==> config.mk <==
export PLATFORM = sky130hd
export DESIGN_NAME = npc_exec_datapath
export DESIGN_NICKNAME = d
export VERILOG_FILES = /design/src/rtl/npc_exec_datapath.sv
export SDC_FILE = /design/constraint.sdc
export NUM_CORES = 2
export LEC_CHECK = 0
export BUFFER_PORTS_ARGS = -buffer_cell sky130_fd_sc_hd__buf_2
export CAP_MARGIN = 20
export CELL_PAD_IN_SITES_DETAIL_PLACEMENT = 1
export CELL_PAD_IN_SITES_GLOBAL_PLACEMENT = 2
export CORE_ASPECT_RATIO = 1.4
export CORE_MARGIN = 1
export CORE_UTILIZATION = 30
export DETAILED_ROUTE_END_ITERATION = 10
export PLACE_DENSITY_LB_ADDON = 0.1
export REMOVE_ABC_BUFFERS = 1
export SETUP_SLACK_MARGIN = 0.15
export SYNTH_ARGS = -nofsm -noshare
export SYNTH_HDL_FRONTEND = slang
export SYNTH_HIERARCHICAL = 1
export SYNTH_SLANG_ARGS = --single-unit
==> constraint.sdc <==
create_clock -name clk -period 10 [get_ports clk]
set_input_delay 0.5 -clock clk [delete_from_list [all_inputs] [get_ports clk]]
set_output_delay 0.5 -clock clk [all_outputs]
set_load 0.02 [all_outputs]
==> src/rtl/npc_exec_datapath.sv <==
// Execute-stage datapath for the single-cycle RV32 NPC core: a 32x32 register file, an integer ALU and a one-hot funct3 decoder.
// Build option: define REGFILE_BYPASS_EN to forward same-cycle write data onto matching read ports.

module npc_regfile #(
    parameter int DATA_W = 32,
    parameter int ADDR_W = 5
) (
    input  logic              clk,
    input  logic              reset,
    input  logic              wen,
    input  logic [ADDR_W-1:0] waddr,
    input  logic [DATA_W-1:0] wdata,
    input  logic [ADDR_W-1:0] raddr1,
    output logic [DATA_W-1:0] rdata1,
    input  logic [ADDR_W-1:0] raddr2,
    output logic [DATA_W-1:0] rdata2
);
    localparam int NREG = 1 << ADDR_W;

    logic [DATA_W-1:0] regs [0:NREG-1];
    logic              wr_fire;

    // x0 is hardwired: its writes are dropped here and its reads are forced to 0 below.
    assign wr_fire = wen && (waddr != '0);

    always_ff @(posedge clk or negedge reset) begin
        if (!reset) begin
            for (int i = 0; i < NREG; i++) begin
                regs[i] <= '0;
            end
        end else if (wr_fire) begin
            regs[waddr] <= wdata;
        end
    end

`ifdef REGFILE_BYPASS_EN
    logic fwd1;
    logic fwd2;

    // Forwarding is gated by reset so the ports read 0 while the file is being cleared.
    assign fwd1 = reset && wr_fire && (raddr1 == waddr);
    assign fwd2 = reset && wr_fire && (raddr2 == waddr);

    always_comb begin
        rdata1 = '0;
        if (fwd1) begin
            rdata1 = wdata;
        end else if (raddr1 != '0) begin
            rdata1 = regs[raddr1];
        end
    end

    always_comb begin
        rdata2 = '0;
        if (fwd2) begin
            rdata2 = wdata;
        end else if (raddr2 != '0) begin
            rdata2 = regs[raddr2];
        end
    end
`else
    always_comb begin
        rdata1 = '0;
        if (raddr1 != '0) begin
            rdata1 = regs[raddr1];
        end
    end

    always_comb begin
        rdata2 = '0;
        if (raddr2 != '0) begin
            rdata2 = regs[raddr2];
        end
    end
`endif
endmodule

module npc_alu #(
    parameter int DATA_W = 32
) (
    input  logic [DATA_W-1:0] alu_src1,
    input  logic [DATA_W-1:0] alu_src2,
    input  logic [3:0]        alu_op,
    output logic [DATA_W-1:0] alu_result
);
    localparam int SH_W = $clog2(DATA_W);

    localparam logic [3:0] OP_ADD   = 4'd0;
    localparam logic [3:0] OP_SUB   = 4'd1;
    localparam logic [3:0] OP_SLL   = 4'd2;
    localparam logic [3:0] OP_SLT   = 4'd3;
    localparam logic [3:0] OP_SLTU  = 4'd4;
    localparam logic [3:0] OP_XOR   = 4'd5;
    localparam logic [3:0] OP_SRL   = 4'd6;
    localparam logic [3:0] OP_SRA   = 4'd7;
    localparam logic [3:0] OP_OR    = 4'd8;
    localparam logic [3:0] OP_AND   = 4'd9;
    localparam logic [3:0] OP_PASSB = 4'd10;

    logic [SH_W-1:0] sh;
    logic            lt_signed;
    logic            lt_unsigned;

    assign sh          = alu_src2[SH_W-1:0];
    assign lt_signed   = $signed(alu_src1) < $signed(alu_src2);
    assign lt_unsigned = alu_src1 < alu_src2;

    // Unassigned opcodes 11..15 fall through to the zero default.
    always_comb begin
        alu_result = '0;
        case (alu_op)
            OP_ADD:   alu_result = alu_src1 + alu_src2;
            OP_SUB:   alu_result = alu_src1 - alu_src2;
            OP_SLL:   alu_result = alu_src1 << sh;
            OP_SLT:   alu_result = {{(DATA_W-1){1'b0}}, lt_signed};
            OP_SLTU:  alu_result = {{(DATA_W-1){1'b0}}, lt_unsigned};
            OP_XOR:   alu_result = alu_src1 ^ alu_src2;
            OP_SRL:   alu_result = alu_src1 >> sh;
            OP_SRA:   alu_result = $unsigned($signed(alu_src1) >>> sh);
            OP_OR:    alu_result = alu_src1 | alu_src2;
            OP_AND:   alu_result = alu_src1 & alu_src2;
            OP_PASSB: alu_result = alu_src2;
            default:  alu_result = '0;
        endcase
    end
endmodule

module npc_funct3_dec (
    input  logic [2:0] funct3,
    output logic [7:0] funct3_d
);
    always_comb begin
        funct3_d = '0;
        funct3_d[funct3] = 1'b1;
    end
endmodule

module npc_exec_datapath #(
    parameter int DATA_W = 32,
    parameter int ADDR_W = 5
) (
    input  logic              clk,
    input  logic              reset,
    input  logic              wen,
    input  logic [ADDR_W-1:0] waddr,
    input  logic [DATA_W-1:0] wdata,
    input  logic [ADDR_W-1:0] raddr1,
    output logic [DATA_W-1:0] rdata1,
    input  logic [ADDR_W-1:0] raddr2,
    output logic [DATA_W-1:0] rdata2,
    input  logic [DATA_W-1:0] alu_src1,
    input  logic [DATA_W-1:0] alu_src2,
    input  logic [3:0]        alu_op,
    output logic [DATA_W-1:0] alu_result,
    input  logic [2:0]        funct3,
    output logic [7:0]        funct3_d
);
    npc_regfile #(
        .DATA_W (DATA_W),
        .ADDR_W (ADDR_W)
    ) u_regfile (
        .clk    (clk),
        .reset  (reset),
        .wen    (wen),
        .waddr  (waddr),
        .wdata  (wdata),
        .raddr1 (raddr1),
        .rdata1 (rdata1),
        .raddr2 (raddr2),
        .rdata2 (rdata2)
    );

    npc_alu #(
        .DATA_W (DATA_W)
    ) u_alu (
        .alu_src1   (alu_src1),
        .alu_src2   (alu_src2),
        .alu_op     (alu_op),
        .alu_result (alu_result)
    );

    npc_funct3_dec u_dec (
        .funct3   (funct3),
        .funct3_d (funct3_d)
    );
endmodule

==> flow_summary.json <==
{
  "cp-start-kind": "input pin",
  "yosysMostFrequentCell": "mux2_2",
  "synth_seq_cells": 1024,
  "netlist_top_cells_area": "dfrtp_1 (40%), mux2_2 (19%), mux4_2 (18%)",
  "synthToLayoutAreaGrowth_pct": 11.44,
  "fp.dieH_um": 545.5,
  "maxCapViolCount": 0,
  "ios": 225,
  "gp_congestion": 0.9039,
  "vdd_drop_max_uv": 126.8,
  "biggestRegsByFlops": "u_regfile/regs x1024",
  "placed_area_um2": 66930,
  "cts_tree": "yes",
  "finalHoldViolCount": 0,
  "regMostFlops": "u_regfile/regs",
  "clk_pin_slew_ns": 0.06,
  "slew_viol_final": 0,
  "synth_warnings": 6,
  "wirelength_um": 274200,
  "avgRoutedWirePerCell_um": 35.49,
  "power_switching_uw": 3821,
  "placedCellCount": 7530,
  "cts_setup_buffers": 0,
  "p_leak_uw": 0.02979,
  "cp_common_cell": "o21ai_1",
  "postSynthCellCount": 4906,
  "finalCoreUtilization_pct": 33.61,
  "multi_input_area_um2": 35230,
  "clkPwrFrac_pct": 32.7,
  "worstSetupPathType": "in -> out",
  "cts_buffers": 107,
  "slowest_delay_ns": 0.92,
  "dr.pass1.iters": 5,
  "rsz0062_at_grt": "false",
  "cts_sinks": 1024,
  "via_count": 45363,
  "hold_start": "u_regfile/regs[1001]$_DFFE_PN0P_",
  "period_needed_ns": 5.511,
  "port_buffers": 224,
  "die_area_um2": 212900,
  "num-fill-cells": 22167,
  "stdcell_area_um2": 70540,
  "crit_chain": "buf_2 -> buf_4 -> inv_2 -> ha_1 -> o21ai_0 -> a21oi_1 -> o21ai_1 -> o21ai_1 -> a31oi_1 -> o21ai_1 -> a31o_2 -> a2111oi_0 -> nor2_1 -> buf_2",
  "cp-end-kind": "output port",
  "layoutNonFillerInstCount": 7725,
  "h-tree-depth": 3,
  "drive_gt1_share_pct": 43.54,
  "synth.avg_cell_area_um2": 12.90,
  "path_max_fanout": 29,
  "p_per_area_nw_per_um2": 181.4,
  "synth_top_area_share_pct": 40.48,
  "start_util_pct": 30.16,
  "finalClockSkew_ns": 0,
  "drc": 0,
  "crit_path_top_delay_cell": "a31oi_1",
  "synthTopCellsByCount": "mux2_2 (1052), dfrtp_1 (1024), mux4_2 (493)",
  "syn_area_um2": 63300,
  "finalCritPeriodShare_pct": 55.11,
  "holdWs_ns": 0.3905,
  "grt_max_degree": 149,
  "grt_pass1_wl_um": 389700,
  "cp_data_arrival_time_ns": 5.01,
  "overflow": 0,
  "status": "finished, final reports clean",
  "largest_reg_flops": 1024,
  "swShare_pct": 29.87,
  "finalSetupViolations": 0,
  "slew_headroom_pct": 15.29,
  "grt_pass1_vias": 49327,
  "synth_top_area_cell": "dfrtp_1",
  "ant_nets": 0,
  "seqCellArea_um2": 25620,
  "ys_types": 95,
  "dp_hpwl_um": 172600,
  "die_w_um": 390.2,
  "tightestPinTransition_ns": 1.262,
  "min_path_type": "reg -> reg",
  "ys.flop_type": "dfrtp_1",
  "max_freq_ghz": 0.1814,
  "core_area_um2": 209900,
  "cts_root_buffer": "clkbuf_16",
  "setup_tns_ns": 0,
  "yosysSeqAreaShare_pct": 40.48,
  "fin_nets": 5050,
  "async_flop_share_pct": 100.0,
  "r2r-start": "u_regfile/regs[313]$_DFFE_PN0P_",
  "crit_required_ns": 9.50,
  "drt-vias-per-instance": 5.872,
  "power_frac_seq_pct": 43.0,
  "critPathLaunch": "alu_src2[3]",
  "cts_max_path_buffers": 3,
  "synth-edff-count": 0,
  "clock_latency_ns": 0.70,
  "combPwrFrac_pct": 24.3,
  "drt_first_iter_violations": 2658,
  "grt_usage_pct": 25.57,
  "p_int_uw": 8973,
  "antenna_found_initial": 17,
  "num_rows": 199
}
## final timing paths
path                       depth (start not counted)  slack [ns]                               end
max in group asynchronous                          4        7.19    u_regfile/regs[39]$_DFFE_PN0P_
min in group asynchronous                          2        0.43   u_regfile/regs[797]$_DFFE_PN0P_
max reg2reg                                        1        9.19   u_regfile/regs[313]$_DFFE_PN0P_
max                                               14        4.49                    alu_result[30]
min reg2reg                                        0        0.39  u_regfile/regs[1001]$_DFFE_PN0P_
min                                                0        0.39  u_regfile/regs[1001]$_DFFE_PN0P_
## power groups by stage
stage	clock network [uW]	logic, uW	registers (uW)
3_3_place_gp	0	3080	5510
6_report	4180	3110	5500
2_1_floorplan	0	2070	5350
5_1_grt	4450	3330	5610
4_1_cts	4320	3140	5490
3_5_place_dp	0	3120	5570
## cells by family (layout without fill, tap and decap cells)
logic type	after synthesis	count (layout)	synth area share (%)
mux	1727	1727	39.34
fa+ha+maj	102	102	2.040
simple gates	582	582	4.412
compound gates	841	841	9.306
xor+xnor	3	3	0.04152
buf+inv	627	629	4.378
flops	1024	1024	40.48
other cells	0	3	0
## stage by stage
stage / setup slack, ns / total power, uW
global placement: 4.464 / 8596
global route: 4.187 / 13400
CTS: 4.454 / 12940
floorplan: 5.185 / 7421
detailed placement: 4.481 / 8690
finish: 4.489 / 12790
## area by class of cell
type,count,area share [%]
antenna,3,0.01064
clock buffer,164,4.646
clock inverter,26,0.4381
inverter,94,0.5073
multi-input combinational,3255,49.94
sequential,1024,36.33
tap,2814,4.991
timing repair buffer,345,3.140
## cell usage in the layout, fill, tap and decap left out, types with 17 or more instances in the layout
master / synthesis / layout
a21o_1: 25 / 25
a31oi_1: 17 / 17
mux2i_1: 163 / 163
a211oi_1: 80 / 80
mux2_2: 1052 / 1052
ha_1: 100 / 100
nor3_1: 31 / 29
nand2_1: 155 / 144
buf_2: 194 / 214
nand3_1: 30 / 29
o21ai_0: 206 / 206
clkbuf_1: 284 / 23
buf_4: 36 / 114
o211ai_1: 29 / 29
a221oi_1: 78 / 78
inv_1: 93 / 90
clkinv_2: 0 / 18
mux4_2: 493 / 493
o2111ai_1: 32 / 32
nor2_1: 189 / 172
a311oi_1: 66 / 66
dfrtp_1: 1024 / 1024
a22oi_1: 88 / 88
a21oi_1: 84 / 84
nor2b_1: 80 / 75
clkbuf_8: 0 / 30
clkbuf_16: 0 / 111
## routing by layer
| metal | wire length (um) | vias to the layer above | part of all wire (%) | global-route usage, % |
|---|---|---|---|---|
| li1 | - | 18743 | - | - |
| met1 | 109800 | 24986 | 40 | 31.31 |
| met2 | 141900 | 1149 | 52 | 45.53 |
| met3 | 9275 | 477 | 3.4 | 2.282 |
| met4 | 13100 | 8 | 4.8 | 11.02 |
| met5 | 45 | - | 0.016 | 0 |
## critical path, delay by kind of cell
kind	cells	cell delay, ns
adders and majority gates	1	0.45
AOI/OAI and AO/OA	8	2.88
buffers and inverters	4	1.01
and+or+nand+nor	1	0.14
## repair_timing
item	in CTS	in global routing
gates resized for setup	0	0
hold buffers	1	0
hold endpoints to repair	89	0
Note: power is estimated with default switching activity, not from simulation.
